## src/rtl/ext_dtcm_bridge.sv

```systemverilog
// ext_dtcm_bridge: request FIFO -> DTCM arbiter ext channel -> ordered response FIFO.
// Optional misaligned-address rejection when EXT_DTCM_ALIGN_CHK_EN is defined.
package ext_dtcm_pkg;
  typedef struct packed {
    logic        req;
    logic [31:0] addr;
    logic [31:0] wdata;
    logic        we;
    logic [3:0]  strb;
  } lsu_req_t;

  typedef struct packed {
    logic        ack;
    logic        error;
    logic [31:0] rdata;
  } lsu_ack_t;
endpackage

module ext_dtcm_bridge
  import ext_dtcm_pkg::*;
#(
  parameter int unsigned REQ_DEPTH = 2,
  parameter int unsigned RSP_DEPTH = 2
) (
  input  logic        clk_i,
  input  logic        rst_ni,
  input  logic        s_req_valid_i,
  output logic        s_req_ready_o,
  input  logic [31:0] s_req_addr_i,
  input  logic        s_req_we_i,
  input  logic [31:0] s_req_wdata_i,
  input  logic [3:0]  s_req_strb_i,
  output logic        s_rsp_valid_o,
  input  logic        s_rsp_ready_i,
  output logic [31:0] s_rsp_rdata_o,
  output logic        s_rsp_error_o,
  output lsu_req_t    ext_dtcm_req_o,
  input  lsu_ack_t    ext_dtcm_ack_i,
  output logic        busy_o
);
  localparam int unsigned RAW = $clog2(REQ_DEPTH);
  localparam int unsigned SAW = $clog2(RSP_DEPTH);
  localparam logic [SAW+1:0] RSP_LIM = (SAW+2)'(RSP_DEPTH);

  typedef struct packed {
    logic [31:0] addr;
    logic [31:0] wdata;
    logic        we;
    logic [3:0]  strb;
  } req_ent_t;

  typedef struct packed {
    logic [31:0] rdata;
    logic        error;
  } rsp_ent_t;

  req_ent_t       req_mem_q [REQ_DEPTH];
  rsp_ent_t       rsp_mem_q [RSP_DEPTH];
  logic [RAW:0]   req_wp_q, req_wp_d, req_rp_q, req_rp_d;
  logic [SAW:0]   rsp_wp_q, rsp_wp_d, rsp_rp_q, rsp_rp_d;
  logic           pend_v_q, pend_v_d;
  logic           pend_we_q, pend_we_d;
  logic           pend_err_q, pend_err_d;

  logic           req_empty, req_full, rsp_empty;
  logic           req_push, req_pop, rsp_push, rsp_pop;
  logic           issue, head_mis;
  logic [SAW+1:0] rsp_used;
  req_ent_t       head, req_in;
  rsp_ent_t       rsp_in, rsp_head;

  assign req_empty = (req_wp_q == req_rp_q);
  assign req_full  = (req_wp_q[RAW] != req_rp_q[RAW]) &&
                     (req_wp_q[RAW-1:0] == req_rp_q[RAW-1:0]);
  assign rsp_empty = (rsp_wp_q == rsp_rp_q);

  assign head     = req_mem_q[req_rp_q[RAW-1:0]];
  assign rsp_head = rsp_mem_q[rsp_rp_q[SAW-1:0]];

  assign req_in.addr  = s_req_addr_i;
  assign req_in.wdata = s_req_wdata_i;
  assign req_in.we    = s_req_we_i;
  assign req_in.strb  = s_req_strb_i;

  assign s_req_ready_o = ~req_full;
  assign req_push      = s_req_valid_i & ~req_full;

`ifdef EXT_DTCM_ALIGN_CHK_EN
  assign head_mis = |head.addr[1:0];
`else
  assign head_mis = 1'b0;
`endif

  // An acked request keeps its credit in stage 1 until it lands in the response FIFO,
  // so the response FIFO can never be overrun.
  assign rsp_used = {1'b0, rsp_wp_q - rsp_rp_q} + {{(SAW+1){1'b0}}, pend_v_q};
  assign issue    = ~req_empty & (rsp_used < RSP_LIM);
  assign req_pop  = issue & (head_mis | ext_dtcm_ack_i.ack);

  always_comb begin
    ext_dtcm_req_o = '0;
    if (issue && !head_mis) begin
      ext_dtcm_req_o.req   = 1'b1;
      ext_dtcm_req_o.addr  = head.addr;
      ext_dtcm_req_o.wdata = head.wdata;
      ext_dtcm_req_o.we    = head.we;
      ext_dtcm_req_o.strb  = head.strb;
    end
  end

  // SRAM read data arrives the cycle after the ack, alongside the stage-1 entry.
  assign rsp_push     = pend_v_q;
  assign rsp_in.rdata = (pend_we_q | pend_err_q) ? 32'h0 : ext_dtcm_ack_i.rdata;
  assign rsp_in.error = pend_err_q;
  assign rsp_pop      = ~rsp_empty & s_rsp_ready_i;

  assign s_rsp_valid_o = ~rsp_empty;
  assign s_rsp_rdata_o = rsp_empty ? 32'h0 : rsp_head.rdata;
  assign s_rsp_error_o = ~rsp_empty & rsp_head.error;
  assign busy_o        = ~req_empty | pend_v_q | ~rsp_empty;

  always_comb begin
    req_wp_d   = req_wp_q;
    req_rp_d   = req_rp_q;
    rsp_wp_d   = rsp_wp_q;
    rsp_rp_d   = rsp_rp_q;
    if (req_push) req_wp_d = req_wp_q + {{RAW{1'b0}}, 1'b1};
    if (req_pop)  req_rp_d = req_rp_q + {{RAW{1'b0}}, 1'b1};
    if (rsp_push) rsp_wp_d = rsp_wp_q + {{SAW{1'b0}}, 1'b1};
    if (rsp_pop)  rsp_rp_d = rsp_rp_q + {{SAW{1'b0}}, 1'b1};
    pend_v_d   = req_pop;
    pend_we_d  = head.we;
    pend_err_d = head_mis | ext_dtcm_ack_i.error;
  end

  always_ff @(posedge clk_i) begin
    if (!rst_ni) begin
      req_wp_q   <= '0;
      req_rp_q   <= '0;
      rsp_wp_q   <= '0;
      rsp_rp_q   <= '0;
      pend_v_q   <= 1'b0;
      pend_we_q  <= 1'b0;
      pend_err_q <= 1'b0;
    end else begin
      req_wp_q   <= req_wp_d;
      req_rp_q   <= req_rp_d;
      rsp_wp_q   <= rsp_wp_d;
      rsp_rp_q   <= rsp_rp_d;
      pend_v_q   <= pend_v_d;
      pend_we_q  <= pend_we_d;
      pend_err_q <= pend_err_d;
    end
  end

  // Storage needs no reset: pointers alone decide what is visible.
  always_ff @(posedge clk_i) begin
    if (req_push) req_mem_q[req_wp_q[RAW-1:0]] <= req_in;
    if (rsp_push) rsp_mem_q[rsp_wp_q[SAW-1:0]] <= rsp_in;
  end
endmodule

```

## config.mk

```make
export PLATFORM = sky130hd
export DESIGN_NAME = ext_dtcm_bridge
export DESIGN_NICKNAME = d
export VERILOG_FILES = /design/src/rtl/ext_dtcm_bridge.sv
export SDC_FILE = /design/constraint.sdc
export NUM_CORES = 1
export LEC_CHECK = 0
export ABC_AREA = 1
export CORE_ASPECT_RATIO = 1.75
export CORE_MARGIN = 3
export CORE_UTILIZATION = 53
export CTS_CLUSTER_SIZE = 10
export DETAILED_ROUTE_END_ITERATION = 12
export PLACE_DENSITY = 0.83
export SLEW_MARGIN = 40
export SYNTH_ARGS = -nofsm -noshare
export SYNTH_HDL_FRONTEND = slang
export SYNTH_SLANG_ARGS = --single-unit
```

## constraint.sdc

```tcl
create_clock -name clk_i -period 10.9 [get_ports clk_i]
set_input_delay 1.635 -clock clk_i [delete_from_list [all_inputs] [get_ports clk_i]]
set_output_delay 1.635 -clock clk_i [all_outputs]
set_load 0.05 [all_outputs]
```

==> flow_metrics.env, run 1 <==
export IMPL_synthSimpleGateAreaFrac=0.1130
export IMPL_worstSetupPathType="flip-flop to primary output"
export IMPL_cts_htree_levels=1
export IMPL_synth_top_family_by_area="simple AND/OR/NAND/NOR gates"
export IMPL_io_pins=213
export IMPL_cpPeakStageDelay_ns=0.75
export IMPL_rows=61
export IMPL_netlist_top_cells_count="edfxtp_1 (204), nand2_1 (196), inv_1 (75)"
export IMPL_fin_tns_setup_ns=0
export IMPL_r2r_end="req_mem_q[1][0]"
export IMPL_drtIter0Drc=196
export IMPL_grt_max_degree=71
export IMPL_cts_buffer_depth=3
export IMPL_drc_errors=0
export IMPL_fin_ws_ns=5.668
export IMPL_maxCapViolations=0
export IMPL_yosysMostFrequentCell="edfxtp_1"
export IMPL_critPathArrivalTime_ns=3.60
export IMPL_period_needed_ns=5.232
export IMPL_synth_seq_area_share=0.7365
export IMPL_design_area_um2=11650
export IMPL_synth_ff_type="edfxtp_1"
export IMPL_start_kind="flip-flop"
export IMPL_grt_pass1_wl_um=30640
export IMPL_grt_setup_unrepaired="false"
export IMPL_total_power_mw=2.911
export IMPL_clock_sinks=217
export IMPL_die_y_um=175.2
export IMPL_syn_area_um2=8671
export IMPL_ff2ff_setup_slack_ns=8.41
export IMPL_antenna_cells=0
export IMPL_wirelength_um=19800
export IMPL_dr_pass1_iters=5
export IMPL_synth_edf_count=204
export IMPL_synth_fa_ha_area_frac=0.001443
export IMPL_gp_congestion=0.7653
export IMPL_tightest_slew_ns=0.7648
export IMPL_avgSynthCellArea_um2=12.37
export IMPL_cts_resized=0
export IMPL_ys_seq_elements=217
export IMPL_grt_overflow=0
export IMPL_fin_skew_ns=0.007422
export IMPL_min_path_cells=0
export IMPL_max_freq_mhz=191.1
export IMPL_start_util=0.5436
export IMPL_drive_gt1_frac=0.1029
export IMPL_cp_max_fo=49
export IMPL_track_usage=0.2187
export IMPL_cellPowerDensity_nw_per_um2=249.9
export IMPL_drv_slew=0
export IMPL_yosysTopAreaCell="edfxtp_1"
export IMPL_clk_latency_ns=0.49
export IMPL_critPathBufInv=4
export IMPL_drt_vias_per_instance=5.208
export IMPL_vias=5791
export IMPL_fin_crit_sh=0.4800
export IMPL_setup_viol=0
export IMPL_yosysTopAreaCellShare=0.7065
export IMPL_synth_compound_area_frac=0.04993
export IMPL_core_um2=15950
export IMPL_numCtsBuffers=25
export IMPL_required_ns=9.27
export IMPL_die_x_um=102.7
export IMPL_clock_root_buffer="clkbuf_16"
export IMPL_ant_nets=0
export IMPL_synth_xor_area_share=0.001010
export IMPL_antenna_found_initial=0
export IMPL_post_cts_setup_buffers=0
export IMPL_dpl_worst_slack_ns=6.161
export IMPL_cts_tree="yes"
export IMPL_synth_nets=809
export IMPL_endpoint_kind="primary output"
export IMPL_area_delta_synth_final_pct=34.31
export IMPL_synth_cell_type_count=22
export IMPL_ys_warn_count=0
export IMPL_status="completed"
export IMPL_io_buffers=212
export IMPL_placed_cell_area_um2=10980
export IMPL_crit_chain="inv_1 -> ha_1 -> or2_2 -> nand2_2 -> nor2_4 -> inv_2 -> buf_4 -> a21oi_1 -> clkdlybuf4s50_1"
export IMPL_synthMuxAreaShare=0.04401
export IMPL_ir_drop_mv=0.1972
export IMPL_async_flop_share=0
export IMPL_hp_start="pend_err_q"
export IMPL_final_nets=1023
export IMPL_final_hold_violation_count=0
export IMPL_reg2reg_depth=8
export IMPL_slew_headroom=0.4901
export IMPL_die_area_um2=17990
export IMPL_critPathTopFamily="buffers and inverters"
export IMPL_r2r_start="req_wp_q[0]"
export IMPL_path_clk_slew_ns=0.06
export IMPL_postSynthCellCount=701
export IMPL_grt_pass1_vias=6118
export IMPL_crit_slowest_cell="clkdlybuf4s50_1"
export IMPL_ctsHoldBuffers=0
export IMPL_drt_wirelength_per_cell_um=17.80
export IMPL_leakage_nw=4.487
export IMPL_hold_class="flip-flop to flip-flop"
export IMPL_synth_area_leaders="edfxtp_1 (71%), nand2_1 (8.5%), mux2_2 (4.3%)"
export IMPL_holdPathEnd="rsp_mem_q[0][0]"
export IMPL_dp_final_hpwl_um=13150
routing by layer:
metal  wire length (um)  global-route usage  vias to the layer above  share of wire
met3               1513             0.05913                       43          0.076
li1                   -                   -                     2772              -
met5                  0                   0                        -              0
met2              10970              0.4067                      229           0.55
met4                549             0.06404                        0          0.028
met1               6768              0.2350                     2747           0.34
cell usage in the layout, fill, tap and decap left out, types with 6 or more instances in the layout:
cell / synthesis / layout
mux2_2: 33 / 33
inv_1: 75 / 75
clkbuf_16: 0 / 25
nand2_1: 196 / 196
a21oi_1: 65 / 65
buf_4: 1 / 7
clkdlybuf4s50_1: 0 / 212
edfxtp_1: 204 / 204
inv_2: 6 / 6
clkbuf_1: 20 / 9
a21oi_2: 10 / 10
nor2_1: 44 / 41
dfxtp_1: 13 / 12
nand3_1: 6 / 6
cells by family after synthesis:
| kind of cell | count (synthesis) |
|---|---|
| buffers and inverters | 116 |
| AOI/OAI and AO/OA | 79 |
| xor gates and xnor gates | 1 |
| muxes | 34 |
| and+or+nand+nor | 253 |
| adders and majority gates | 1 |
| DFF | 217 |
registers in the layout (all words and copies together) (netlist names), named ones only:
signal	cells
req_mem_q	138
rsp_rp_q	2
pend_v_q	1
req_wp_q	2
rsp_wp_q	2
pend_we_q	1
req_rp_q	2
rsp_mem_q	66
pend_err_q	1
cell type report:
cell class                      count  area [um^2]
Timing Repair Buffer              222         2216
Fill cell                        1047         4305
Sequential cell                   217         6387
Clock buffer                       34        659.4
Multi-Input combinational cell    368         1838
Inverter                           81        304.0
Clock inverter                      1        5.005
Tap cell                          189        236.5
worst max-delay path by stage:
stage                        startpoint  slack [ns]            endpoint  cells after the start
after floorplan           s_req_valid_i        5.72     req_mem_q[1][0]                      2
after global routing        rsp_wp_q[0]        5.50  ext_dtcm_req_o[66]                      9
after global placement      rsp_wp_q[0]        6.18  ext_dtcm_req_o[66]                      9
after detailed placement    rsp_wp_q[0]        6.16  ext_dtcm_req_o[66]                      9
final                       rsp_wp_q[0]        5.67  ext_dtcm_req_o[66]                      9
after CTS                   rsp_wp_q[0]        5.62  ext_dtcm_req_o[66]                      9
through the flow:
stage	hold slack, ns	std cells	utilization
final	0.4567	1112	0.7301
after global routing	0.4851	1112	0.7301
after CTS	0.4581	1112	0.7301
after detailed placement	0.4408	1077	0.6884
after global placement	0.4277	1075	0.6863
after floorplan	0.4180	701	-
where the power goes:
group          switching [mW]  total (mW)  leakage (nW)  internal (mW)
registers              0.0244        1.04          2.00           1.01
logic                   0.825        1.18          2.16          0.354
clock network           0.282       0.695         0.323          0.413
(Power assumes the default switching activity.)
==> inputs of run 2 (changes only) <==
--- a/config.mk
+++ b/config.mk
@@ -8,10 +8,10 @@
 export ABC_AREA = 1
 export CORE_ASPECT_RATIO = 1.75
 export CORE_MARGIN = 3
-export CORE_UTILIZATION = 53
+export CORE_UTILIZATION = 49
 export CTS_CLUSTER_SIZE = 10
 export DETAILED_ROUTE_END_ITERATION = 12
-export PLACE_DENSITY = 0.83
+export PLACE_DENSITY = 0.77
 export SLEW_MARGIN = 40
 export SYNTH_ARGS = -nofsm -noshare
 export SYNTH_HDL_FRONTEND = slang
==> constraint.sdc (replaced) <==
create_clock -name clk_i -period 5.1 [get_ports clk_i]
set_input_delay 0.765 -clock clk_i [delete_from_list [all_inputs] [get_ports clk_i]]
set_output_delay 0.765 -clock clk_i [all_outputs]
set_load 0.05 [all_outputs]
==> flow_metrics.env, run 2 (synthesis gave the netlist of run 1 again) <==
export IMPL_die_x_um=106.6
export IMPL_endpoint_kind="primary output"
export IMPL_track_usage=0.1974
export IMPL_layout_commonest_cell="clkdlybuf4s50_1"
export IMPL_grt_overflow=0
export IMPL_cellPowerDensity_nw_per_um2=534.1
export IMPL_grt_setup_unrepaired="false"
export IMPL_fin_tns_setup_ns=0
export IMPL_clk_latency_ns=0.50
export IMPL_status="completed"
export IMPL_fin_crit_sh=0.7722
export IMPL_hp_start="pend_err_q"
export IMPL_rows=63
export IMPL_path_clk_slew_ns=0.05
export IMPL_drv_slew=0
export IMPL_vias=5748
export IMPL_ctsHoldBuffers=0
export IMPL_final_hold_violation_count=0
export IMPL_tightest_slew_ns=0.7991
export IMPL_drive_gt1_frac=0.1020
export IMPL_multi_input_area_um2=1838
export IMPL_grt_pass1_vias=6200
export IMPL_wirelength_um=19170
export IMPL_io_pins=213
export IMPL_r2r_end="req_mem_q[1][43]"
export IMPL_ant_nets=0
export IMPL_period_needed_ns=3.938
export IMPL_whs_ns=0.4506
export IMPL_clock_sinks=217
export IMPL_core_um2=17180
export IMPL_final_seq_area_um2=6389
export IMPL_cts_htree_levels=1
export IMPL_clock_root_buffer="clkbuf_16"
export IMPL_critPathArrivalTime_ns=3.17
export IMPL_area_delta_synth_final_pct=35.31
export IMPL_reg2reg_depth=7
export IMPL_maxCapViolations=0
export IMPL_largest_reg_flops=138
export IMPL_drt_vias_per_instance=4.964
export IMPL_antenna_found_initial=0
export IMPL_drc_errors=0
export IMPL_dp_final_hpwl_um=12190
export IMPL_total_power_mw=6.266
export IMPL_die_y_um=182.0
export IMPL_required_ns=4.34
export IMPL_cts_resized=0
export IMPL_leakage_nw=4.497
export IMPL_die_area_um2=19390
export IMPL_utilization=0.6828
export IMPL_cts_tree="yes"
export IMPL_final_cell_mix="clkdlybuf4s50_1 (212), edfxtp_1 (204), nand2_1 (196)"
export IMPL_grt_max_degree=70
export IMPL_antenna_cells=0
export IMPL_io_buffers=212
export IMPL_numCtsBuffers=25
export IMPL_start_kind="flip-flop"
export IMPL_start_util=0.5046
export IMPL_drt_wirelength_per_cell_um=16.55
export IMPL_slew_headroom=0.4672
export IMPL_ff2ff_setup_slack_ns=2.71
export IMPL_fillers=1285
export IMPL_hold_class="flip-flop to flip-flop"
export IMPL_cp_max_fo=69
export IMPL_cts_buffer_depth=3
export IMPL_dr_pass1_iters=7
export IMPL_post_cts_setup_buffers=0
export IMPL_min_path_cells=0
export IMPL_fin_skew_ns=0.01236
export IMPL_r2r_start="req_wp_q[0]"
export IMPL_final_nets=1022
export IMPL_drtIter0Drc=263
export IMPL_ir_drop_mv=0.4932
export IMPL_holdPathEnd="rsp_mem_q[1][0]"
export IMPL_worstSetupPathType="flip-flop to primary output"
export IMPL_setup_viol=0
export IMPL_max_freq_mhz=253.9
export IMPL_gp_congestion=0.7699
export IMPL_grt_pass1_wl_um=30660
## run 2: where the power goes
part	leakage, nW	switching, mW	internal, mW
registers	2.00	0.0588	2.16
clock network	0.333	0.622	0.912
logic	2.16	1.75	0.761
total	4.50	2.43	3.84
## run 2: worst max-delay path, stage by stage (launching register included)
cell and delay (ns):
dfxtp_1 0.40, inv_1 0.08, ha_1 0.30, or2_2 0.31, nand2_2 0.09, nor2_4 0.04
inv_2 0.05, buf_6 0.46, a21oi_1 0.18, clkdlybuf4s50_1 0.75
## run 2: stage by stage
stage	instances	worst slack [ns]	instance area, um^2
3_5_place_dp	1114	1.459	11030
4_1_cts	1158	0.9272	11730
6_report	1158	1.162	11730
2_1_floorplan	701	0.5226	8671
3_3_place_gp	1113	1.458	11000
5_1_grt	1158	0.9967	11730
## run 2: cell type report
class                           count  share of cell area
Inverter                           81             0.02613
Tap cell                          227             0.02421
Multi-Input combinational cell    368              0.1567
Sequential cell                   217              0.5445
Clock inverter                      1           0.0004266
Clock buffer                       43             0.05908
Timing Repair Buffer              221              0.1890
## run 2: worst max-delay path by stage
stage,to,slack (ns),from,cells past startpoint
after floorplan,req_mem_q[1][0],0.52,req_rp_q[0],6
after global placement,ext_dtcm_req_o[67],1.46,rsp_wp_q[0],9
after detailed placement,ext_dtcm_req_o[67],1.46,rsp_wp_q[0],9
after CTS,ext_dtcm_req_o[67],0.93,rsp_wp_q[0],9
after global routing,ext_dtcm_req_o[67],1.0,rsp_wp_q[0],9
final,ext_dtcm_req_o[67],1.16,rsp_wp_q[0],9
## run 2: metal layers
layer / share of wire / vias to the layer above / track usage
li1: - / 2778 / -
met1: 0.36 / 2714 / 0.2061
met2: 0.53 / 224 / 0.3630
met3: 0.095 / 32 / 0.07150
met4: 0.022 / 0 / 0.06452
met5: 0 / - / 0
